### src/rtl/ysyx_25010008_fetch_unit.sv
// ysyx_25010008_fetch_unit: multi-cycle AXI4-Lite instruction fetch stage, one instruction in flight
module ysyx_25010008_fetch_unit #(
    parameter logic [31:0] RESET_PC = 32'h8000_0000,
    parameter int unsigned TIMEOUT  = 255
) (
    input  logic        clk,
    input  logic        rst,
    input  logic        npc_valid,
    input  logic [31:0] npc,
    output logic [31:0] araddr,
    output logic        arvalid,
    input  logic        arready,
    input  logic [31:0] rdata,
    input  logic [1:0]  rresp,
    input  logic        rvalid,
    output logic        rready,
    output logic [31:0] inst,
    output logic [31:0] inst_pc,
    output logic [1:0]  fetch_err,
    output logic        inst_valid,
    input  logic        inst_ready
);
    typedef enum logic [1:0] {S_AR, S_R, S_OUT, S_NPC} state_t;

    localparam logic [1:0] ERR_OK    = 2'd0;
    localparam logic [1:0] ERR_ALIGN = 2'd1;
    localparam logic [1:0] ERR_BUS   = 2'd2;
    localparam logic [1:0] ERR_TIME  = 2'd3;
    localparam logic       TO_EN     = TIMEOUT != 0;
    localparam logic [7:0] TO_LAST   = 8'(TIMEOUT - 1);

    state_t      state;
    logic [31:0] pc;
    logic [7:0]  cnt;
    logic        misaligned;
    logic        timed_out;

    assign misaligned = pc[1:0] != 2'b00;
    assign timed_out  = TO_EN && cnt == TO_LAST && !rvalid;
    assign araddr     = pc;
    assign arvalid    = rst && state == S_AR && !misaligned;
    assign rready     = rst && state == S_R;
    assign inst_valid = rst && state == S_OUT;

    // Fetch sequencing: address phase, data wait with timeout, hold for decode, wait for next PC
    always_ff @(posedge clk or negedge rst) begin
        if (!rst) begin
            state     <= S_AR;
            pc        <= RESET_PC;
            cnt       <= 8'd0;
            inst      <= 32'd0;
            inst_pc   <= 32'd0;
            fetch_err <= ERR_OK;
        end else begin
            case (state)
                S_AR: begin
                    if (misaligned) begin
                        state     <= S_OUT;
                        inst      <= 32'd0;
                        inst_pc   <= pc;
                        fetch_err <= ERR_ALIGN;
                    end else if (arready) begin
                        state <= S_R;
                        cnt   <= 8'd0;
                    end
                end
                S_R: begin
                    if (rvalid) begin
                        state     <= S_OUT;
                        inst      <= rdata;
                        inst_pc   <= pc;
                        fetch_err <= rresp != 2'b00 ? ERR_BUS : ERR_OK;
                    end else if (timed_out) begin
                        state     <= S_OUT;
                        inst      <= 32'd0;
                        inst_pc   <= pc;
                        fetch_err <= ERR_TIME;
                    end else begin
                        cnt <= cnt + 8'd1;
                    end
                end
                S_OUT: begin
                    if (inst_ready) state <= S_NPC;
                end
                S_NPC: begin
                    if (npc_valid) begin
                        pc    <= npc;
                        state <= S_AR;
                    end
                end
                default: state <= S_AR;
            endcase
        end
    end
endmodule

### config.mk
export PLATFORM = sky130hd
export DESIGN_NAME = ysyx_25010008_fetch_unit
export DESIGN_NICKNAME = d
export VERILOG_FILES = /design/src/rtl/ysyx_25010008_fetch_unit.sv
export SDC_FILE = /design/constraint.sdc
export NUM_CORES = 1
export LEC_CHECK = 0
export ABC_AREA = 1
export BUFFER_PORTS_ARGS = -buffer_cell sky130_fd_sc_hd__buf_2
export CELL_PAD_IN_SITES_DETAIL_PLACEMENT = 1
export CELL_PAD_IN_SITES_GLOBAL_PLACEMENT = 1
export CORE_ASPECT_RATIO = 1.5
export CORE_MARGIN = 5
export CORE_UTILIZATION = 38
export CTS_CLUSTER_DIAMETER = 60
export CTS_CLUSTER_SIZE = 12
export DETAILED_ROUTE_END_ITERATION = 7
export PLACE_DENSITY = 0.81
export SYNTH_ARGS = -nofsm -noshare
export SYNTH_HDL_FRONTEND = slang
export SYNTH_SLANG_ARGS = --single-unit
### constraint.sdc
create_clock -name clk -period 3.23 [get_ports clk]
set_input_delay 0.323 -clock clk [delete_from_list [all_inputs] [get_ports clk]]
set_output_delay 0.323 -clock clk [all_outputs]
set_load 0.05 [all_outputs]
==> impl_metrics.toml <==
[status]
status = "complete, no violations"

[grt]
antenna_found_initial = 0
grt_pass1_wl_mm = 20.94
grt_max_degree = 100
track_usage_pct = 18.55
grt_overflow = 0
first_global_vias = 4235

[sta]
slew_violations = 0
max_slew_margin_pct = 33.36
worst_slew_pin_slew_ns = 0.9995
setup_viol = 0
fmax_mhz = 435.8
rsz0062_at_grt = "false"
finClkSkew_ns = 0.008865
period_share_pct = 71.04
timing.final.crit_period_ns = 2.294
fin_tns_setup_ns = 0
hold_viol_final = 0

[clocking]
clkTransAtPathRegs_ns = 0.07
clockBufferDepth = 2
cts_root_buf = "clkbuf_16"
clock_sinks = 108
cts_buffers = 9
cts_tree = "yes"
htree_levels = 3
clk_latency_ns = 0.34

[synthesis]
ys.flop_type = "dfrtp_1"
async_reset_ff_share_pct = 100.0
postSynthAreaPerCell_um2 = 8.925
ys_top_cells_by_count = "nand2_1 (145), dfrtp_1 (107), nor2_1 (48)"
ys_top_cells_by_area = "dfrtp_1 (60%), nand2_1 (12%), nand3_1 (4.3%), nor2_1 (4.1%), inv_1 (3.9%)"
synthCells = 496
synth-edff-count = 0
yosys_warnings = 0
ys_types = 25
synth_top_area_share_pct = 60.49
ys_ff_latch = 108
synth_top_cell_by_area = "dfrtp_1"
synth_area_mm2 = 0.004427
ys_seq_area_share_pct = 61.08
yosysMostFrequentCell = "nand2_1"
synth_nets = 574

[setup_path]
cp-start-kind = "flop"
cp_max_fo = 99
worst_setup_path_end_kind = "flop"
crit_type = "flop to flop"
crit_required_ns = 3.41
critPathArrivalTime_ns = 2.47

[final_layout]
layout.nets = 741
regArea_mm2 = 0.002704
multi_input_area_mm2 = 0.001441
areaGrowthSynthToFinish_pct = 28.94
antennaDiodeCount = 0
layout-drive-gt1-share_pct = 29.94
fill_cells = 1412

[drt]
viasPerCell = 4.855
wire_per_inst_um = 15.56
dr.pass1.iters = 4
vias = 3971
drtIter0Drc = 106
ant_nets = 0
drt_wl_total_mm = 12.73
drcViolationCount = 0

[die]
die_width_um = 98.13
die_h_um = 142.2
fp-row-count = 48
io_pins = 173
dieArea_mm2 = 0.01395
start_util_pct = 38.59
core_mm2 = 0.01147

[power_and_ir_drop]
fin_total_pwr_mw = 7.225
p_leak_nw = 3.216
power_density_mw_per_mm2 = 1266
ir_worst_vdd_mv = 0.6039

[placement]
hpwl_mm = 9.422
gp_congestion = 0.8299
numPortBuffers = 172

[job]
drv_cap = 0

[worst_hold_path]
hold_class = "primary input to flop"
==> final timing paths <==
kind / depth (start not counted) / slack [ns] / from / end
max in group asynchronous: 3 / 1.65 / rst / fetch_err[0]$_DFFE_PN0P_
min in group asynchronous: 2 / 0.52 / rst / araddr[18]$_DFFE_PN0P_
max: 7 / 0.94 / state[1]$_DFFE_PN0P_ / inst_pc[30]$_DFFE_PN0P_
min: 3 / 0.21 / rdata[25] / inst[25]$_DFFE_PN0P_
min reg2reg: 2 / 0.47 / inst[17]$_DFFE_PN0P_ / inst[17]$_DFFE_PN0P_
max reg2reg: 7 / 0.94 / state[1]$_DFFE_PN0P_ / inst_pc[30]$_DFFE_PN0P_
==> final cells by class <==
type	count	area share, %
clock buffer	10	4.187
clock inverter	6	0.8549
inverter	47	3.091
multi-input combinational	319	25.25
sequential	108	47.37
tap	150	3.288
timing repair buffer	178	15.96
==> flip-flops by register name (all words and copies together), names as in the netlist <==
register	cells
araddr	32
cnt	8
fetch_err	2
inst	32
inst_pc	32
state	2
==> metal layers <==
layer	part of all wire (%)	track usage, %	vias to the layer above
li1	-	-	1892
met1	37	20.04	1949
met2	55	34.35	106
met3	5.6	4.561	24
met4	2.9	7.659	0
met5	0	0	-
==> critical path, cell delays in order (launching register included) <==
cell,delay [ns]
dfrtp_1,0.42
inv_1,0.09
ha_1,0.23
inv_1,0.08
o21ai_1,0.29
nand2_4,0.55
nand2_1,0.26
o21ai_0,0.12
==> per-stage QoR <==
step | util [%] | instances | cell area, um2 | worst slack [ns] | hold slack [ns]
6_report | 49.76 | 818 | 5708 | 0.9355 | 0.2097
5_1_grt | 49.76 | 818 | 5708 | 0.6317 | 0.2082
4_1_cts | 49.76 | 818 | 5708 | 0.9131 | 0.2001
3_5_place_dp | 47.16 | 801 | 5410 | 0.9558 | 0.3589
3_3_place_gp | 47.16 | 801 | 5410 | 1.166 | 0.3514
2_1_floorplan | - | 496 | 4427 | 1.441 | 0.02741
==> what timing repair did <==
item | 4_1_cts | 5_1_grt
hold buffers | 1 | 0
buffers inserted | 0 | 0
endpoints found under the hold margin | 34 | 0
resized for setup | 0 | 0
==> placed cells by master (no fill, tap or decap), types with 2 or more instances in the layout <==
cell type and count:
buf_2 171, nand2_1 144, dfrtp_1 107, nor2_1 48, inv_1 46, nand3_1 38, a21oi_1 33, o21ai_1 27
o21ai_0 10, clkbuf_16 9, ha_1 6, buf_4 6, nand2_2 3, xor2_1 2, clkinvlp_4 2, clkinv_4 2
==> kinds of logic after synthesis <==
logic type                 share of synthesized area, %
AOI/OAI and AO/OA                                 8.084
xor gates and xnor gates                         0.5937
adders and majority gates                         1.696
buffers and inverters                             6.416
DFF                                               61.08
muxes                                            0.2544
and+or+nand+nor                                   21.88
==> report_power, final <==
part	internal [mW]	switching, mW
Combinational	0.811	3.10
Clock	0.551	0.507
Sequential	1.93	0.326
Total	3.29	3.93
Power figures use the tool's default switching activity.
